==> src/rtl/day_of_year_counter.sv <==
// Day-of-year counter: holds a day value in 1..DAY_MAX and advances it from a
// prescaled tick while running, or from a debounced step key while paused. A
// second debounced key toggles between paused and running.
module day_of_year_counter #(
    parameter int unsigned TICK_DIV        = 50000000,
    parameter int unsigned DEBOUNCE_CYCLES = 500000,
    parameter int unsigned DAY_MAX         = 99
) (
    input  logic       clk,
    input  logic       reset_n,
    input  logic       key_step_n,
    input  logic       key_run_n,
    input  logic       sw_down,
    output logic [7:0] day_tmp,
    output logic       day_change,
    output logic       running
);

    localparam int unsigned PresW = (TICK_DIV > 1) ? $clog2(TICK_DIV) : 1;
    localparam int unsigned DebW  = $clog2(DEBOUNCE_CYCLES + 1);

    localparam logic [PresW-1:0] TickLast = PresW'(TICK_DIV - 1);
    localparam logic [DebW-1:0]  DebLast  = DebW'(DEBOUNCE_CYCLES - 1);
    localparam logic [7:0]       DayMax   = 8'(DAY_MAX);

    typedef enum logic [0:0] {StPaused, StRunning} state_e;

    // Bit order in the synchronizer vectors: {sw_down, key_run_n, key_step_n}
    logic [2:0] sync1_q, sync2_q;

    logic            step_stable_q, step_stable_d;
    logic            run_stable_q, run_stable_d;
    logic [DebW-1:0] step_cnt_q, step_cnt_d;
    logic [DebW-1:0] run_cnt_q, run_cnt_d;
    logic            step_ev_q, run_ev_q;

    state_e           state_q, state_d;
    logic [PresW-1:0] pres_q, pres_d;
    logic [7:0]       day_q, day_d;
    logic             day_change_q, day_change_d;
    logic             advance;

    // One step in the selected direction; 0 is treated like 1 so it never escapes.
    function automatic logic [7:0] next_day(input logic [7:0] d, input logic down);
        if (down) begin
            return (d <= 8'd1) ? DayMax : d - 8'd1;
        end
        return (d >= DayMax) ? 8'd1 : d + 8'd1;
    endfunction

    // Two-flop synchronizers for both keys and the direction switch
    always_ff @(posedge clk or negedge reset_n) begin
        if (!reset_n) begin
            sync1_q <= 3'b111;
            sync2_q <= 3'b111;
        end else begin
            sync1_q <= {sw_down, key_run_n, key_step_n};
            sync2_q <= sync1_q;
        end
    end

    // Debounce: a level change is accepted after DEBOUNCE_CYCLES consecutive differing cycles
    always_comb begin
        step_stable_d = step_stable_q;
        step_cnt_d    = '0;
        if (sync2_q[0] != step_stable_q) begin
            if (step_cnt_q == DebLast) begin
                step_stable_d = sync2_q[0];
            end else begin
                step_cnt_d = step_cnt_q + 1'b1;
            end
        end

        run_stable_d = run_stable_q;
        run_cnt_d    = '0;
        if (sync2_q[1] != run_stable_q) begin
            if (run_cnt_q == DebLast) begin
                run_stable_d = sync2_q[1];
            end else begin
                run_cnt_d = run_cnt_q + 1'b1;
            end
        end
    end

    // Debounce state and registered press pulses (falling edge of the stable level only)
    always_ff @(posedge clk or negedge reset_n) begin
        if (!reset_n) begin
            step_stable_q <= 1'b1;
            run_stable_q  <= 1'b1;
            step_cnt_q    <= '0;
            run_cnt_q     <= '0;
            step_ev_q     <= 1'b0;
            run_ev_q      <= 1'b0;
        end else begin
            step_stable_q <= step_stable_d;
            run_stable_q  <= run_stable_d;
            step_cnt_q    <= step_cnt_d;
            run_cnt_q     <= run_cnt_d;
            step_ev_q     <= step_stable_q & ~step_stable_d;
            run_ev_q      <= run_stable_q & ~run_stable_d;
        end
    end

    // Mode FSM, prescaler and day next-state; a run event always wins over step/tick
    always_comb begin
        state_d      = state_q;
        pres_d       = '0;
        advance      = 1'b0;
        unique case (state_q)
            StPaused: begin
                if (run_ev_q) begin
                    state_d = StRunning;
                end else if (step_ev_q) begin
                    advance = 1'b1;
                end
            end
            StRunning: begin
                if (run_ev_q) begin
                    state_d = StPaused;
                end else if (pres_q == TickLast) begin
                    advance = 1'b1;
                end else begin
                    pres_d = pres_q + 1'b1;
                end
            end
            default: state_d = StPaused;
        endcase

        day_d        = advance ? next_day(day_q, sync2_q[2]) : day_q;
        day_change_d = advance;
    end

    // Mode, prescaler and day registers
    always_ff @(posedge clk or negedge reset_n) begin
        if (!reset_n) begin
            state_q      <= StPaused;
            pres_q       <= '0;
            day_q        <= 8'd1;
            day_change_q <= 1'b0;
        end else begin
            state_q      <= state_d;
            pres_q       <= pres_d;
            day_q        <= day_d;
            day_change_q <= day_change_d;
        end
    end

    assign day_tmp    = day_q;
    assign day_change = day_change_q;
    assign running    = (state_q == StRunning);

endmodule

==> config.mk <==
export PLATFORM = sky130hd
export DESIGN_NAME = day_of_year_counter
export DESIGN_NICKNAME = d
export VERILOG_FILES = /design/src/rtl/day_of_year_counter.sv
export SDC_FILE = /design/constraint.sdc
export NUM_CORES = 1
export LEC_CHECK = 0
export CAP_MARGIN = 40
export CORE_MARGIN = 1
export CORE_UTILIZATION = 60
export CTS_CLUSTER_SIZE = 14
export DETAILED_ROUTE_END_ITERATION = 7
export PLACE_DENSITY = 0.78
export SLEW_MARGIN = 15
export SYNTH_ARGS = -nofsm -noshare
export SYNTH_HDL_FRONTEND = slang
export SYNTH_SLANG_ARGS = --single-unit
==> constraint.sdc <==
create_clock -name clk -period 5.3 [get_ports clk]
set_input_delay 1.06 -clock clk [delete_from_list [all_inputs] [get_ports clk]]
set_output_delay 1.06 -clock clk [all_outputs]
set_load 0.01 [all_outputs]
## After elaboration in Yosys (flattened, before gate mapping)

Cells that the tools add are included.

| operators by class | value |
|---|---|
| $lt $le $gt $ge | 2 |
| add/sub/neg operators | 5 |
| equal/unequal tests | 5 |
| $mul | 0 |
| reduce and logical (&&, ||, !) cells | 0 |
| divide/modulo/power cells | 0 |
| multiplexer cells | 24 |
| shifts and indexed selects | 0 |
| bitwise logic cells | 5 |

Operators by type and width:

| cell | count |
|---|---|
| $mux 26 | 3 |
| $mux 19 | 4 |
| $add 19x1->19 const B | 2 |
| $eq 19x19->1 const B | 2 |
| $mux 8 | 4 |
| $add 26x1->26 const B | 1 |
| $eq 26x26->1 const B | 1 |
| $mux 1 | 11 |
| $add 8x1->8 const B | 1 |
| $ge 8x7->1 const B | 1 |
| $le 8x1->1 const B | 1 |
| $sub 8x1->8 const B | 1 |
| $pmux 1 s2 | 2 |
| $not 1->1 | 3 |
| $and 1x1->1 | 2 |
| $ne 1x1->1 | 2 |

| storage, ports and cells | value |
|---|---|
| register bits after elaboration | 84 |
| logic and storage cells | 53 |
| bits of input ports | 5 |
| memories kept | 0 |
| bits in writable memories | 0 |
| memory bits (read-only) | 0 |
| latch bits | 0 |

## Logic depth before layout (Yosys ltp)

| depth | value |
|---|---|
| depth after elaboration | 5 |
| gate-level depth with buffers | 8 |

## Least setup slack after synthesis

No wires, ideal clock.

| path | value |
|---|---|
| path type | reg-to-reg |
| start point | register pres_q[10] |
| end point | register day_q[1] (netlist: day_tmp[1]) |
| buffers on the path | 1 |
| slack | 3,064 ps |
| required time | 5,175 ps |
| stages on the path, launching flop included | 8 |
| data arrival time | 2,111 ps |
| cells stage by stage | dfrtp_1 or4_4 nor4_4 a31oi_2 or2_1 buf_6 inv_6 mux2_4 |

| between the ends | value |
|---|---|
| word-level cells in the longest chain between the ends | 4 |

RTL lines:

| element | RTL line | text |
|---|---|---|
| start: declaration | 38 | `logic [PresW-1:0] pres_q, pres_d;` |
| start signal: assignment | 142 | `pres_q <= pres_d;` |
| $eq 26x26->1 | 120 | `end else if (pres_q == TickLast) begin` |
| $mux 1 | 120 |  |
| $mux 1 | 118 | `if (run_ev_q) begin` |
| $pmux 1 s2 | 109 | `unique case (state_q)` |
| net advance | 41 | `logic advance;` |
| end signal: assignment | 143 | `day_q <= day_d;` |
| end: declaration | 39 | `logic [7:0] day_q, day_d;` |

The timed path passes the listed nets, and every way through them passes these cells.
A chain may end at the register's enable or synchronous reset.

## Worst setup path after layout

| path | value |
|---|---|
| start point | register day_q[7] (netlist: day_tmp[7]) |
| end point | output port day_tmp[7] |

RTL lines:

| element | RTL line | text |
|---|---|---|
| end: declaration | 14 | `output logic [7:0] day_tmp,` |

No word-level cell between the ends.

==> out/results.ini <==
[run_status]
status = completed

[sta]
min_period_over_period_pct = 48.2
finalSetupTns_ns = 0
setup_viol = 0
hold_violations = 0
post-route-min-period_ns = 2.56
maxSlewHeadroom_pct = 51.6
tightest_slew_ns = 0.720
rsz0062_at_grt = no
skew_ns = 0.00949
slew_violations = 0
timing.fmax_ghz = 0.391
fin_ws_ns = 2.74

[floorplan]
fp-row-count = 30
io_pins = 15
core-area_sq_um = 6760
die_width_um = 85.6
die_h_um = 85.6
die_area_sq_um = 7330
initial_core_util_pct = 62.1

[routing]
drc = 0
wl_met1_um = 3550
top_layer_used = met4
vias_per_cell = 5.81
drt-pass1-iter-count = 5
num_vias = 3052
met3_length_um = 251
met2_length_um = 3630
drt-total-wl_um = 7600
wl_per_cell_um = 14.5
ant_nets = 0
drt-initial-drc-count = 98

[final_layout]
register_area_sq_um = 2110
fill_cells = 517
final_design_area_no_fill_sq_um = 4650
final_cell_mix = nor2_1, dfrtp_1, xor2_1, nand2_1, xnor2_1
nets = 451
layout_commonest_cell = nor2_1
layout-drive-gt1-share_pct = 8.76
syn2layout_area_growth_pct = 10.8
multiInputGateArea_sq_um = 2000
fin_cells = 525
diodes = 0
finish.utilization_pct = 68.8

[setup_path]
critPathBufInv = 1
cp_cell_sequence = clkdlybuf4s50_1
critical_path_required_ns = 4.24
worstSetupEndpointType = output pin
cp-startpoint = day_tmp[7]$_DFFE_PN0P_
rrSetupSlack_ns = 2.86
path_max_fanout = 9
cp_slowest_cell = clkdlybuf4s50_1
cp-start-kind = flip-flop
criticalPathCategory = flip-flop to output pin
r2r-start = pres_q[10]$_DFF_PN0_
cpPeakStageDelay_ns = 0.61
cp_top_family = buffers and inverters
critical_path_arrival_ns = 1.50

[cts]
numCtsBuffers = 9
cts_max_level = 3
postCtsSetupRepairBufs = 0
clk_pin_slew_ns = 0.08
cts-root-buf = clkbuf_8
clk_path_buf_depth = 2
ctsHoldBuffers = 0
cts.repair.resized = 0
cts_tree = built
clock-sinks = 84
insertion_delay_ns = 0.35

[placed_design]
io_buffers = 14
postPlaceCellArea_sq_um = 4430
routabilityCongestion = 0.905
post-place-ws_ns = 2.88
dp_hpwl_um = 5160
dpl.cell_count = 509

[power_and_ir_drop]
power.leakage_nw = 1.89
power_density_nw_per_um2 = 254
ir_drop_v = 0.000167

[grt]
grt-ovfl-total = 0
antenna_found_initial = 0
grt_pass1_wl_um = 13600
grt_max_degree = 57
grt_usage_pct = 23.7
first_global_vias = 2986

[logic_synthesis]
ys_warn_count = 0
syn_avg_cell_area_sq_um = 9.94
synth_top_flop_cell = dfrtp_1
syn_nets = 433
synth_seq_cells = 84
synth-async-reset-ratio_pct = 100
synth-seq-area-share_pct = 50.4
synthesis.instances = 422
synth_cell_type_count = 49
netlist_area_sq_um = 4200
synth_edf_count = 0

[job]
maxCapViolCount = 0

[min_path]
hold_class = flip-flop to flip-flop
worstHoldStart = sync1_q[1]$_DFF_PN1_

[flip-flops by register name (all words and copies together) (netlist names)]
register	cells
day_change	1
day_tmp	8
pres_q	26
run_cnt_q	19
run_ev_q	1
run_stable_q	1
running	1
step_cnt_q	19
step_ev_q	1
step_stable_q	1
sync1_q	3
sync2_q	3
[layer usage]
| metal | up-vias | global-route usage, % |
|---|---|---|
| met1 | 1473 | 31.0 |
| met5 | - | 0 |
| met4 | 0 | 12.4 |
| met2 | 64 | 38.3 |
| met3 | 15 | 3.95 |
| li1 | 1500 | - |
[cell families (layout without fill, tap and decap cells)]
group | Yosys count | count (layout) | share of synthesized area, %
buf+inv | 19 | 42 | 2.00
fa+ha+maj | 6 | 6 | 1.79
flops | 84 | 84 | 50.4
xor+xnor | 61 | 61 | 12.7
compound gates | 30 | 30 | 5.72
simple gates | 218 | 218 | 26.3
mux | 4 | 4 | 1.13
[final cells by class]
cell class	count	share of cell area, %
Tap cell	80	2.15
Clock buffer	11	3.04
Timing Repair Buffer	16	3.80
Sequential cell	84	45.5
Clock inverter	5	1.62
Inverter	10	0.915
Multi-Input combinational cell	319	43.0
[through the flow]
stage               total power [mW]  hold slack, ns
finish                          1.18           0.358
global placement               0.698           0.346
CTS                             1.19           0.358
floorplan                      0.679           0.345
global route                    1.23           0.362
detailed placement             0.701           0.347
[Yosys cell counts (4+ instances only)]
master | n | area, sq um
inv_1 | 9 | 33.8
nor4_1 | 7 | 43.8
dfstp_2 | 9 | 236
o21ai_0 | 4 | 20.0
xnor2_1 | 28 | 245
and3_1 | 14 | 87.6
xor2_1 | 33 | 289
nor3_1 | 12 | 60.1
nor2_1 | 83 | 312
clkbuf_1 | 8 | 30.0
and4_1 | 4 | 35.0
nand3_1 | 27 | 135
nand4_1 | 14 | 87.6
nand2_1 | 29 | 109
or3_1 | 4 | 25.0
ha_1 | 6 | 75.1
dfrtp_1 | 75 | 1880
[power breakdown]
part | switching [mW] | internal, mW | leakage [nW]
Clock | 0.215 | 0.276 | 0.113
Sequential | 0.00667 | 0.648 | 1.14
Combinational | 0.0223 | 0.0107 | 0.644
[final timing paths]
check	endpoint	cells past startpoint
hold / removal	sync2_q[1]$_DFF_PN1_	0
setup / recovery	day_tmp[7]	1
min in group asynchronous	day_tmp[1]$_DFFE_PN0P_	1
max in group asynchronous	step_stable_q$_DFF_PN1_	2
hold reg to reg	sync2_q[1]$_DFF_PN1_	0
setup reg to reg	day_tmp[1]$_DFFE_PN0P_	6
No activity file was read; power rests on OpenSTA's default activity.
